**src/rtl/jtkicker_romarb.sv**
```systemverilog
// Schedules cached ROM-slot misses (main CPU, scroll tiles, objects) onto the single
// SDRAM read port and keeps one cached entry per slot with a zero-latency hit path.
module jtkicker_romarb #(
    parameter logic [21:0] MAIN_OFFSET = 22'h0,
    parameter logic [21:0] SCR_OFFSET  = 22'h0,
    parameter logic [21:0] OBJ_OFFSET  = 22'h0
) (
    input  logic        clk,
    input  logic        rst,
    input  logic        downloading,
    input  logic        main_cs,
    input  logic [15:0] main_addr,
    output logic [7:0]  main_dout,
    output logic        main_ok,
    input  logic        scr_cs,
    input  logic [12:0] scr_addr,
    output logic [31:0] scr_dout,
    output logic        scr_ok,
    input  logic        obj_cs,
    input  logic [16:0] obj_addr,
    output logic [7:0]  obj_dout,
    output logic        obj_ok,
    output logic        sdram_req,
    output logic [21:0] sdram_addr,
    input  logic        sdram_ack,
    input  logic        data_dst,
    input  logic        data_rdy,
    input  logic [15:0] data_read,
    output logic [1:0]  dbg_state
);
    localparam logic [1:0] ST_IDLE = 2'd0;
    localparam logic [1:0] ST_REQ  = 2'd1;
    localparam logic [1:0] ST_WAIT = 2'd2;

    localparam logic [1:0] SL_MAIN = 2'd0;
    localparam logic [1:0] SL_SCR  = 2'd1;
    localparam logic [1:0] SL_OBJ  = 2'd2;

    logic [1:0]  r_state;
    logic [1:0]  r_slot;
    logic [21:0] r_sdram_addr;
    logic [16:0] r_pend_addr;
    logic [15:0] r_word0;

    logic [15:0] r_main_tag;
    logic [15:0] r_main_data;
    logic        r_main_valid;
    logic [12:0] r_scr_tag;
    logic [31:0] r_scr_data;
    logic        r_scr_valid;
    logic [16:0] r_obj_tag;
    logic [15:0] r_obj_data;
    logic        r_obj_valid;

    logic [21:0] w_main_wa;
    logic [21:0] w_scr_wa;
    logic [21:0] w_obj_wa;
    logic        w_main_ok;
    logic        w_scr_ok;
    logic        w_obj_ok;
    logic        w_main_miss;
    logic        w_scr_miss;
    logic        w_obj_miss;
    logic        w_any_miss;
    logic [1:0]  w_sel_slot;
    logic [21:0] w_sel_wa;
    logic [16:0] w_sel_pend;
    logic [15:0] w_first;

    assign w_main_wa = {7'd0, main_addr[15:1]} + MAIN_OFFSET;
    assign w_scr_wa  = {8'd0, scr_addr, 1'b0} + SCR_OFFSET;
    assign w_obj_wa  = {6'd0, obj_addr[16:1]} + OBJ_OFFSET;

    assign w_main_ok = main_cs & r_main_valid & (r_main_tag == main_addr);
    assign w_scr_ok  = scr_cs  & r_scr_valid  & (r_scr_tag  == scr_addr);
    assign w_obj_ok  = obj_cs  & r_obj_valid  & (r_obj_tag  == obj_addr);

    assign w_main_miss = main_cs & ~w_main_ok;
    assign w_scr_miss  = scr_cs  & ~w_scr_ok;
    assign w_obj_miss  = obj_cs  & ~w_obj_ok;
    assign w_any_miss  = w_main_miss | w_scr_miss | w_obj_miss;

    // Fixed priority: main > scroll > object.
    always_comb begin
        w_sel_slot = SL_OBJ;
        w_sel_wa   = w_obj_wa;
        w_sel_pend = obj_addr;
        if (w_main_miss) begin
            w_sel_slot = SL_MAIN;
            w_sel_wa   = w_main_wa;
            w_sel_pend = {1'b0, main_addr};
        end else if (w_scr_miss) begin
            w_sel_slot = SL_SCR;
            w_sel_wa   = w_scr_wa;
            w_sel_pend = {4'd0, scr_addr};
        end
    end

    // When both strobes coincide the bus word serves as word0 and word1.
    assign w_first = data_dst ? data_read : r_word0;

    // SDRAM handshake: sdram_req stays high with a stable sdram_addr until the cycle
    // sdram_ack is sampled; data_dst/data_rdy are only honoured after that, in WAIT.
    always_ff @(posedge clk) begin
        if (rst) begin
            r_state      <= ST_IDLE;
            r_slot       <= SL_MAIN;
            r_sdram_addr <= 22'd0;
            r_pend_addr  <= 17'd0;
            r_word0      <= 16'd0;
            r_main_tag   <= 16'd0;
            r_main_data  <= 16'd0;
            r_main_valid <= 1'b0;
            r_scr_tag    <= 13'd0;
            r_scr_data   <= 32'd0;
            r_scr_valid  <= 1'b0;
            r_obj_tag    <= 17'd0;
            r_obj_data   <= 16'd0;
            r_obj_valid  <= 1'b0;
        end else if (downloading) begin
            r_state      <= ST_IDLE;
            r_main_valid <= 1'b0;
            r_scr_valid  <= 1'b0;
            r_obj_valid  <= 1'b0;
        end else begin
            case (r_state)
                ST_IDLE: begin
                    if (w_any_miss) begin
                        r_state      <= ST_REQ;
                        r_slot       <= w_sel_slot;
                        r_sdram_addr <= w_sel_wa;
                        r_pend_addr  <= w_sel_pend;
                    end
                end
                ST_REQ: begin
                    if (sdram_ack) r_state <= ST_WAIT;
                end
                ST_WAIT: begin
                    if (data_dst) r_word0 <= data_read;
                    if (data_rdy) begin
                        r_state <= ST_IDLE;
                        case (r_slot)
                            SL_MAIN: begin
                                r_main_tag   <= r_pend_addr[15:0];
                                r_main_data  <= w_first;
                                r_main_valid <= 1'b1;
                            end
                            SL_SCR: begin
                                r_scr_tag   <= r_pend_addr[12:0];
                                r_scr_data  <= {data_read, w_first};
                                r_scr_valid <= 1'b1;
                            end
                            default: begin
                                r_obj_tag   <= r_pend_addr;
                                r_obj_data  <= w_first;
                                r_obj_valid <= 1'b1;
                            end
                        endcase
                    end
                end
                default: r_state <= ST_IDLE;
            endcase
        end
    end

    assign main_ok    = w_main_ok;
    assign scr_ok     = w_scr_ok;
    assign obj_ok     = w_obj_ok;
    assign main_dout  = r_main_tag[0] ? r_main_data[15:8] : r_main_data[7:0];
    assign scr_dout   = r_scr_data;
    assign obj_dout   = r_obj_tag[0] ? r_obj_data[15:8] : r_obj_data[7:0];
    assign sdram_req  = (r_state == ST_REQ);
    assign sdram_addr = r_sdram_addr;
    assign dbg_state  = r_state;
endmodule

```
**config.mk**
```make
export PLATFORM = sky130hd
export DESIGN_NAME = jtkicker_romarb
export DESIGN_NICKNAME = d
export VERILOG_FILES = /design/src/rtl/jtkicker_romarb.sv
export SDC_FILE = /design/constraint.sdc
export NUM_CORES = 1
export LEC_CHECK = 0
export BUFFER_PORTS_ARGS = -buffer_cell sky130_fd_sc_hd__buf_4
export CAP_MARGIN = 10
export CORE_ASPECT_RATIO = 0.8
export CORE_UTILIZATION = 50
export CTS_BUF_LIST = sky130_fd_sc_hd__clkbuf_4
export DETAILED_ROUTE_END_ITERATION = 16
export PLACE_DENSITY = 0.84
export SLEW_MARGIN = 15
export SYNTH_ARGS = -nofsm -noshare
export SYNTH_HDL_FRONTEND = slang
export SYNTH_SLANG_ARGS = --single-unit
```
**constraint.sdc**
```tcl
create_clock -name clk -period 3.8 [get_ports clk]
set_clock_uncertainty 0.05 [all_clocks]
set_input_delay 0.38 -clock clk [delete_from_list [all_inputs] [get_ports clk]]
set_output_delay 0.38 -clock clk [all_outputs]
set_load 0.03 [all_outputs]
```
== Word level (Yosys, flattened, before mapping) ==
Cells that the tools add are included.
W data, S select, Z words.
Storage, ports and cells
  register bits after elaboration: 172
  word-level logic and storage cells: 65
Operators by class
  bitwise gates (word level): 16
  multiplexer cells: 13
  equal/unequal tests: 9
  reductions and logical operators: 13
Operators by type and width (count)
  $mux W16: 3
  $mux W17: 2
  $eq A17 B17 Y1: 1
  $eq A16 B16 Y1: 1
  $mux W8: 2
  $reduce_and A3 Y1: 5
  $eq A13 B13 Y1: 1
  $reduce_and A4 Y1: 3
  $mux W2: 5
  $and A1 B1 Y1: 9
  $pmux W2 S3: 1
  $not A1 Y1: 5
  $eq A2 B1 Y1 const B: 2
  $logic_not A2 Y1: 2
  $ne A2 B2 Y1 const B: 2
  $reduce_or A2 Y1: 2
  $eq A2 B2 Y1 const B: 1
  $ne A2 B1 Y1 const B: 1
  $or A1 B1 Y1: 2
  $reduce_and A2 Y1: 1

== Depth between registers and ports, before layout ==
Gate-level depths: netlist (run 1).
  depth after elaboration: 8
  depth in mapped cells: 10

== Least setup slack after synthesis (run 1) ==
OpenSTA, ideal clock, no wires.
  path type: input -> output
  start: input obj_addr[12]
  end: output obj_ok
  stages: 4
  setup slack: 1.473 ns
  data required time: 3.370 ns
  arrival: 1.897 ns
  buffers on the path: 0
  path through: xor2_1 -> nor4_1 -> nand3_1 -> nor4_1
Between the ends
  cells in the longest elaborated chain, start to end: 2
Ends and longest elaborated chain
  start: declaration: RTL line 20  | input logic [16:0] obj_addr,
  $eq A17 B17 Y1: RTL line 76  | assign w_obj_ok = obj_cs & r_obj_valid & (r_obj_tag == obj_addr);
  $and A1 B1 Y1: RTL line 76
  end: declaration: RTL line 22  | output logic obj_ok,
Every way passes these cells.

== Worst setup path in the final report (run 1) ==
  start: register r_main_tag[0]
  end: register r_sdram_addr[3], in the netlist sdram_addr[3]
Between the ends
  cells in the longest elaborated chain, start to end: 7
  elaborated cells between the ends (all ways): 8
Ends and longest elaborated chain
  start: declaration: RTL line 45  | logic [15:0] r_main_tag;
  start signal: assignment: RTL line 144  | r_main_tag <= r_pend_addr[15:0];
  $eq A16 B16 Y1 *: RTL line 74  | assign w_main_ok = main_cs & r_main_valid & (r_main_tag == main_addr);
  $and A1 B1 Y1 *: RTL line 74
  $not A1 Y1 *: RTL line 78  | assign w_main_miss = main_cs & ~w_main_ok;
  $and A1 B1 Y1 *: RTL line 78
  $or A1 B1 Y1 (2 in a row): RTL line 81  | assign w_any_miss = w_main_miss | w_scr_miss | w_obj_miss;
  $reduce_and A3 Y1 (no line)
  end signal: assignment: RTL line 131  | r_sdram_addr <= w_sel_wa;
  end: declaration: RTL line 41  | logic [21:0] r_sdram_addr;
Every way passes the cells marked *; elsewhere a longest branch is shown, timed or not.
A chain may end at the register's enable or synchronous reset.

==> run_results.csv, run 1 <==
group,metric,value,unit
drt,via_per_inst,5.73,
synth,netlist_instances,821,
timing,finalSetupViolations,0,
synth,synth-seq-cells,164,
critical_path,reg2reg_to,"sdram_addr[3]",
grt,grt_pass1_wl,30.6,mm
floorplan,die_w,133,um
drt,ant_nets,0,
synth,synth_ff_type,"dfxtp_1",
critical_path,cp-start-kind,"register",
drt,firstDrtPassIters,6,
finish,final_nets,1000,
pwr,power.density,395,mW/mm2
timing,finalMaxSlewViolations,0,
clocking,cts_resized,0,
placement,dpl.hpwl,13.9,mm
clocking,root_buffer,"clkbuf_4",
timing,worst_hold_slack,0.0317,ns
timing,tns,0,ns
critical_path,worstSetupEndpointType,"register",
critical_path,worst-setup-path-type,"reg2reg",
clocking,hold_buffers,1,
critical_path,worst-endpoint-arrival,3.36,ns
clocking,post_cts_buffers,0,
critical_path,critPathLaunch,"r_main_tag[0]",
synth,synth_cell_types,43,
grt,grtUsageTotal,27.8,%
finish,postLayoutCellArea,0.00826,mm2
floorplan,die_area,0.0142,mm2
synth,yosysWarnings,0,
finish,multi_input_area,0.00331,mm2
synth,synth_edf_count,0,
placement,place_area,0.00794,mm2
min_path,min_path_type,"in2reg",
pwr,leakagePower,3.24,nW
floorplan,die_h,107,um
clocking,cts_max_path_buffers,2,
grt,grt_pass1_vias,5724,
timing,finalHoldViolations,0,
timing,worst_pin_slew,1.15,ns
finish,drive_gt1_share,20.8,%
timing,relSlewSlack,23.6,%
timing,fmax,0.340,GHz
critical_path,r2r_setup_slack,0.86,ns
status,status,"complete, no violations",
grt,gr-total-overflow,0,
critical_path,cp_max_fo,13,
timing,period_needed,2.94,ns
pwr,peakVddDrop,0.232,mV
clocking,insertion_delay,0.54,ns
drt,wl_per_cell,17.6,um
finish,stdcell_count,1112,
floorplan,io_pins,147,
placement,dp_cells,1084,
synth,ys_async_sr_fraction,0,%
synth,syn_area,0.00687,mm2
drt,drc_errors,0,
finish,fillers,1163,
critical_path,reg2reg_depth,8,
critical_path,rr_startpoint,"r_main_tag[0]",
placement,gp_congestion,0.901,
drt,num_vias,6367,
timing,grt_setup_unrepaired,"no",
timing,period_share,77.5,%
synth,syn-mean-instance-area,8.37,um2
critical_path,cp.required,4.22,ns
pwr,p_total,3.26,mW
synth,ys_seq_area_share,47.8,%
finish,regArea,0.00328,mm2
clocking,cts_buffers,17,
clocking,tritoncts,"yes",
grt,grt_max_degree,62,
clocking,h-tree-depth,4,
finish,synthToLayoutAreaGrowth,20.1,%
floorplan,start_util,52.3,%
clocking,clk_pin_slew_worst_paths,0.12,ns
placement,portBuffers,140,
drt,first_iter_violations,885,
drt,wl,19.6,mm
finish,n_antenna_cell,0,
grt,antenna_found_initial,0,
floorplan,row_count,37,
critical_path,crit_end,"sdram_addr[3]",
clocking,cts_sinks,164,
floorplan,core,0.0131,mm2
flow_run,drv_cap,0,
==> synthesized netlist by cell type, types with 2 or more instances <==
cell / count / area, um2
a211oi_1: 13 / 97.6
nor4_1: 6 / 37.5
xnor2_1: 30 / 263
nor2_1: 91 / 342
nand2b_1: 4 / 25.0
nand2_1: 152 / 571
a21oi_1: 103 / 515
xor2_1: 16 / 140
o21ai_0: 22 / 110
nand4_1: 7 / 43.8
and3_1: 17 / 106
nand3_1: 4 / 20.0
a21o_1: 3 / 22.5
o211ai_1: 2 / 15.0
dfxtp_1: 164 / 3280
buf_4: 9 / 67.6
and2_1: 5 / 31.3
nor3_1: 7 / 35.0
mux2_2: 17 / 191
nor2b_1: 2 / 12.5
o2111ai_1: 4 / 35.0
o21ai_1: 6 / 30.0
a22oi_1: 49 / 368
mux2i_1: 16 / 160
buf_2: 4 / 20.0
clkbuf_1: 51 / 191
==> flip-flops by register name, indices dropped and copies added (netlist names) <==
name	cells
r_scr_tag	13
r_slot	2
dbg_state	2
scr_dout	32
r_obj_data	16
r_word0	16
r_main_tag	16
r_pend_addr	17
r_main_valid	1
r_main_data	16
r_obj_tag	17
sdram_addr	14
r_scr_valid	1
r_obj_valid	1
==> critical path, stage by stage (launching register included) <==
cell and delay, ns:
dfxtp_1 0.63, xnor2_1 0.19, nand4_1 0.12, nor4_1 0.33, a21boi_1 0.15, buf_4 0.21, nor2_1 0.82, nand2_1 0.20
a21oi_1 0.19
==> area by class of cell <==
type / count / share of cell area, %
repair buffers: 150 / 13.7
multi-input cells: 594 / 40.1
well taps: 175 / 2.65
inverters: 2 / 0.0909
clock inverters: 8 / 1.95
clock buffers: 19 / 1.73
flip-flops and latches: 164 / 39.8
==> cells by family after synthesis <==
family | synth area share (%)
buffers and inverters | 4.39
AND/OR/NAND/NOR | 18.4
flip-flops | 47.8
other | 0.0546
multiplexers | 5.11
XOR/XNOR | 5.86
AO/OA/AOI/OAI | 18.5
==> through the flow <==
step / utilization (%) / worst slack [ns]
after floorplan: - / 1.47
after global placement: 60.4 / 0.909
after detailed placement: 60.4 / 0.788
after CTS: 62.8 / 0.806
after global routing: 62.8 / 0.682
final: 62.8 / 0.856
==> placed cells by master, fill, tap and decap left out, types with 2 or more instances in the layout <==
cell / count
nand4_1: 7
o2111ai_1: 4
a211oi_1: 13
nor2b_1: 2
nor4_1: 6
xor2_1: 16
a21o_1: 3
o211ai_1: 2
a21oi_1: 103
dfxtp_1: 164
and3_1: 17
xnor2_1: 30
nor2_1: 91
nor3_1: 7
o21ai_0: 22
mux2i_1: 16
nand2b_1: 4
conb_1: 6
clkbuf_4: 19
a22oi_1: 49
nand2_1: 152
clkinv_1: 4
bufinv_16: 5
o21ai_1: 6
nand3_1: 4
mux2_2: 17
buf_4: 149
and2_1: 5
==> how the worst min path moves through the flow <==
| stage | startpoint | endpoint | cells after the start |
|---|---|---|---|
| after floorplan | r_pend_addr[13] | r_main_tag[13] | 2 |
| after global placement | scr_dout[22] | scr_dout[22] | 2 |
| after detailed placement | scr_dout[29] | scr_dout[29] | 2 |
| after CTS | downloading | dbg_state[1] | 2 |
| after global routing | data_read[9] | scr_dout[25] | 3 |
| final | downloading | dbg_state[1] | 2 |
==> power breakdown <==
part / switching [mW] / internal [mW]
clock network: 0.563 / 0.580
registers: 0.0388 / 1.75
logic: 0.199 / 0.128
==> per-layer routing <==
| metal | vias to the layer above | wire (um) | global-route usage, % |
|---|---|---|---|
| li1 | 3015 | - | - |
| met1 | 3001 | 8910 | 41.6 |
| met2 | 329 | 8160 | 38.3 |
| met3 | 22 | 2310 | 8.46 |
| met4 | 0 | 244 | 6.57 |
| met5 | - | 0 | 0 |
No activity file was read; power rests on OpenSTA's default activity.
==> run 2, diff against run 1 <==
PLACE_DENSITY = 0.87   (was 0.84)
clock period = 2.6 ns   (was 3.8 ns; I/O delays follow)
==> run_results.csv, run 2 (synthesis results as in run 1) <==
group,metric,value,unit
critical_path,reg2reg_to,"sdram_addr[3]",
clocking,tritoncts,"yes",
critical_path,cp.required,2.96,ns
critical_path,path_buf_inv,3,
floorplan,start_util,52.3,%
pwr,p_total,4.69,mW
floorplan,row_count,37,
floorplan,core,0.0131,mm2
timing,finalSetupViolations,0,
status,status,"complete, no violations",
grt,gr-total-overflow,0,
timing,period_needed,2.54,ns
min_path,min_path_type,"in2reg",
pwr,peakVddDrop,0.322,mV
finish,layout_commonest_cell,"buf_4",
clocking,cts_buffers,17,
placement,portBuffers,140,
clocking,clk_pin_slew_worst_paths,0.14,ns
min_path,holdPathStages,3,
finish,final_cell_mix,"buf_4, dfxtp_1, nand2_1",
critical_path,cp-start-kind,"input port",
critical_path,cp_top_family,"compound AO/OA/AOI/OAI gates",
critical_path,cp_cell_sequence,"dlygate4sd3_1, buf_4, xor2_1, nor4_1, nand3_1, o41a_1, o31a_1, buf_12, o21ai_0, a21oi_1",
clocking,insertion_delay,0.54,ns
min_path,min_from,"main_addr[5]",
min_path,min_to,"sdram_addr[4]",
clocking,root_buffer,"clkbuf_4",
critical_path,reg2reg_depth,8,
finish,synthToLayoutAreaGrowth,28.0,%
clocking,h-tree-depth,4,
drt,firstDrtPassIters,7,
pwr,leakagePower,3.48,nW
finish,final_nets,1058,
floorplan,die_h,107,um
critical_path,slowest_delay,0.54,ns
timing,finalHoldViolations,0,
drt,wl,20.7,mm
finish,largest_reg_flops,32,
floorplan,io_pins,147,
grt,antenna_found_initial,1,
drt,ant_nets,0,
grt,grt_pass1_vias,6164,
placement,gp_congestion,0.930,
drt,wl_per_cell,17.6,um
pwr,power.density,533,mW/mm2
drt,first_iter_violations,740,
timing,worst_pin_slew,0.801,ns
critical_path,rr_startpoint,"r_obj_tag[16]",
critical_path,worst-endpoint-arrival,2.89,ns
grt,grt_pass1_wl,32.3,mm
timing,worst_hold_slack,0.0549,ns
placement,dpl.hpwl,14.4,mm
grt,grtUsageTotal,29.2,%
clocking,post_cts_buffers,0,
critical_path,worst-setup-path-type,"in2reg",
critical_path,worstSetupEndpointType,"register",
flow_run,drv_cap,0,
placement,place_area,0.00808,mm2
floorplan,die_w,133,um
critical_path,cp_max_fo,35,
timing,finalMaxSlewViolations,0,
grt,grt_max_degree,81,
finish,drive_gt1_share,21.9,%
finish,postLayoutCellArea,0.00880,mm2
drt,num_vias,6618,
timing,period_share,97.6,%
timing,relSlewSlack,46.6,%
clocking,cts_max_path_buffers,2,
clocking,cts_sinks,164,
critical_path,cp_slowest_cell,"dlygate4sd3_1",
timing,fmax,0.394,GHz
drt,via_per_inst,5.63,
drt,drc_errors,0,
floorplan,die_area,0.0142,mm2
timing,grt_setup_unrepaired,"yes",
critical_path,r2r_setup_slack,0.10,ns
run 2: cell count changes in the layout (fill, tap and decap cells not counted), moves of 2 or more:
| cell | before | now |
|---|---|---|
| buf_4 | 149 | 165 |
| bufinv_16 | 5 | 2 |
| clkinv_4 | 0 | 3 |
| clkbuf_4 | 19 | 17 |
| dlygate4sd3_1 | 1 | 42 |
| clkinvlp_4 | 0 | 3 |
| clkinv_1 | 4 | 2 |
| inv_6 | 0 | 3 |
run 2: final cells by class:
| type | count | area, um2 |
|---|---|---|
| Multi-Input combinational cell | 594 | 3320 |
| Clock buffer | 17 | 128 |
| Antenna cell | 1 | 2.50 |
| Sequential cell | 164 | 3280 |
| Fill cell | 1104 | 4350 |
| Tap cell | 175 | 219 |
| Clock inverter | 14 | 155 |
| Inverter | 2 | 7.51 |
| Timing Repair Buffer | 208 | 1680 |
run 2: metal layers:
| layer | GRT usage (%) | wire length, um | up-vias |
|---|---|---|---|
| met3 | 7.66 | 2360 | 27 |
| met4 | 7.55 | 292 | 0 |
| li1 | - | - | 3141 |
| met5 | 0 | 0 | - |
| met2 | 42.4 | 8700 | 339 |
| met1 | 42.7 | 9370 | 3111 |
run 2: worst register-to-register path, delay by kind of cell, from the launching register on:
kind / cells / cell delay (ns)
AOI/OAI and AO/OA: 4 / 1.11
xor gates and xnor gates: 1 / 0.16
buffers and inverters: 1 / 0.20
DFF: 1 / 0.35
and+or+nand+nor: 2 / 0.50
run 2: repair_timing:
item | in CTS | in global routing
endpoints found under the hold margin | 53 | 1
hold buffers | 41 | 1
setup endpoints to repair | 0 | 2
resized for setup | 0 | 2
run 2: worst max path at each step:
stage,cells after the start,from,end,slack [ns]
2_1_floorplan,10,r_scr_tag[1],r_pend_addr[7],0.36
5_1_grt,8,r_obj_tag[2],sdram_addr[10],-0.003
3_5_place_dp,9,obj_addr[16],sdram_addr[13],0.13
3_3_place_gp,9,obj_addr[2],sdram_addr[12],0.18
4_1_cts,7,obj_addr[16],obj_ok,0.05
6_report,10,obj_addr[16],sdram_addr[3],0.06
run 2: through the flow:
step | setup TNS [ns] | setup slack [ns] | cells | utilization (%)
after detailed placement | 0 | 0.135 | 1101 | 61.5
final | 0 | 0.0619 | 1175 | 66.9
after CTS | 0 | 0.0524 | 1173 | 66.7
after global placement | 0 | 0.183 | 1101 | 61.5
after floorplan | 0 | 0.357 | 826 | -
after global routing | -0.00320 | -0.00320 | 1175 | 66.9
run 2: where the power goes:
group	leakage, nW	switching [mW]	internal [mW]
clock network	0.144	0.938	0.580
logic	2.01	0.312	0.242
registers	1.33	0.0555	2.56
==> run 3, diff against run 2 <==
ABC_AREA = 1   (was not set)
PLACE_DENSITY = 0.86   (was 0.87)
==> run_results.csv, run 3 <==
group,metric,value,unit
status,status,"complete, no violations",
finish,final_cell_mix,"nand2_1, dfxtp_1, buf_4",
drt,wl_met1,11.0,mm
finish,drive_gt1_share,16.8,%
timing,worst_hold_slack,0.0264,ns
synth,ys_seq_area_share,41.0,%
synth,synth_edf_count,0,
timing,relSlewSlack,51.3,%
clocking,clk_pin_slew_worst_paths,0.14,ns
clocking,insertion_delay,0.59,ns
finish,synthToLayoutAreaGrowth,22.9,%
grt,grt_pass1_vias,7371,
grt,gr-total-overflow,0,
finish,postLayoutCellArea,0.00984,mm2
floorplan,die_area,0.0165,mm2
synth,yosysWarnings,0,
drt,dr_wl_met2,10.6,mm
min_path,holdPathStages,5,
placement,place_area,0.00916,mm2
grt,grt_pass1_wl,38.1,mm
timing,tns,0,ns
placement,dpl.hpwl,18.0,mm
synth,netlist.area_leader.share,41.0,%
drt,drc_errors,0,
drt,via_per_inst,5.25,
floorplan,io_pins,147,
critical_path,worstSetupEndpointType,"output port",
placement,dp_cells,1533,
critical_path,rr_startpoint,"dbg_state[1]",
pwr,peakVddDrop,0.311,mV
timing,period_needed,2.45,ns
clocking,cts_sinks,164,
floorplan,core,0.0153,mm2
grt,grtUsageTotal,30.2,%
timing,finalHoldViolations,0,
drt,wl_met3,2.93,mm
timing,fmax,0.407,GHz
clocking,tritoncts,"yes",
critical_path,reg2reg_depth,8,
timing,finalSetupViolations,0,
synth,synth_area_leaders,"dfxtp_1, nand2_1, a21oi_1",
floorplan,row_count,40,
min_path,min_path_type,"in2reg",
timing,grt_setup_unrepaired,"no",
clocking,h-tree-depth,4,
timing,period_share,94.4,%
synth,syn-mean-instance-area,6.52,um2
synth,syn_area,0.00801,mm2
synth,synth_cell_types,37,
drt,num_vias,8406,
drt,routed.top_layer,"met4",
finish,largest_reg_flops,32,
critical_path,cp.required,2.29,ns
synth,yosysTopAreaCell,"dfxtp_1",
drt,wl,25.0,mm
critical_path,r2r_setup_slack,0.21,ns
drt,wl_per_cell,15.6,um
synth,netlist_instances,1229,
finish,final_nets,1447,
critical_path,cp-start-kind,"register",
synth,synth_ff_type,"dfxtp_1",
min_path,min_to,"sdram_addr[11]",
clocking,root_buffer,"clkbuf_4",
synth,ys_top_cells_by_count,"nand2_1, dfxtp_1, nor2_1",
placement,gp_congestion,1.05,
critical_path,cp_max_fo,10,
drt,ant_nets,0,
placement,portBuffers,140,
timing,finalMaxSlewViolations,0,
timing,worst_pin_slew,0.727,ns
grt,antenna_found_initial,1,
finish,stdcell_count,1600,
drt,first_iter_violations,1076,
synth,synth-seq-cells,164,
finish,layout_commonest_cell,"nand2_1",
floorplan,die_w,144,um
critical_path,worst-setup-path-type,"reg2out",
synth,yosysMostFrequentCell,"nand2_1",
synth,ys_async_sr_fraction,0,%
floorplan,die_h,115,um
critical_path,worst-endpoint-arrival,2.14,ns
drt,firstDrtPassIters,7,
grt,grt_max_degree,72,
finish,final_util,64.3,%
flow_run,drv_cap,0,
critical_path,reg2reg_to,"scr_dout[30]",
pwr,leakagePower,4.49,nW
min_path,min_from,"main_addr[12]",
pwr,power.density,506,mW/mm2
floorplan,start_util,52.3,%
clocking,cts_max_path_buffers,2,
clocking,cts_buffers,17,
[run 3: per-stage QoR]
step / total power [mW] / setup slack [ns]
after global placement: 3.31 / 0.377
after global routing: 5.15 / 0.0153
after floorplan: 3.05 / 0.327
after CTS: 4.97 / 0.0311
final: 4.98 / 0.146
after detailed placement: 3.31 / 0.377
[run 3: final cells by class]
type	instances	area (um2)
fill	1370	5470
multi-input combinational	875	3920
sequential	164	3280
timing repair buffer	189	1560
inverter	128	489
tap	210	263
clock inverter	13	173
clock buffer	19	143
timing repair inverter	1	5.00
antenna	1	2.50
[run 3: where the power goes]
part | total (mW) | internal [mW] | switching [mW]
Combinational | 0.733 | 0.268 | 0.465
Sequential | 2.58 | 2.56 | 0.0240
Clock | 1.67 | 0.704 | 0.961
Total | 4.98 | 3.53 | 1.45
[run 3: per-layer routing]
layer / track usage (%) / up-vias
met5: 0 / -
met4: 7.66 / 0
met3: 8.54 / 39
met2: 44.7 / 441
met1: 43.0 / 3804
li1: - / 4122
[run 3: worst max path at each step]
stage / endpoint / slack [ns] / startpoint
final: obj_ok / 0.15 / r_obj_tag[0]
after global routing: obj_ok / 0.02 / r_obj_tag[0]
after CTS: scr_dout[24] / 0.03 / dbg_state[1]
after detailed placement: sdram_addr[10] / 0.38 / scr_addr[0]
after global placement: sdram_addr[10] / 0.38 / scr_addr[0]
after floorplan: obj_ok / 0.33 / r_obj_tag[0]
[run 3: timing repair]
item | 4_1_cts | 5_1_grt
gates resized for setup | 1 | 5
cloned | 0 | 1
setup endpoints to repair | 1 | 6
setup buffers | 0 | 2
pin swaps | 0 | 1
endpoints found under the hold margin | 34 | 0
hold buffers | 31 | 0
[run 3: worst max-delay path, stage by stage (launching register included)]
cell and delay, ns:
dfxtp_1 0.40, inv_4 0.08, nand2_1 0.13, nand4_1 0.10, nor4_1 0.27, nand3_1 0.19, nor4_4 0.19, buf_4 0.21
[run 3: cells by family after synthesis]
kind of cell | count (synthesis) | share of synthesized area, %
simple gates | 632 | 31.8
compound gates | 213 | 13.4
buf+inv | 195 | 10.7
flops | 164 | 41.0
mux | 16 | 2.25
xor+xnor | 8 | 0.875
other cells | 1 | 0.0468
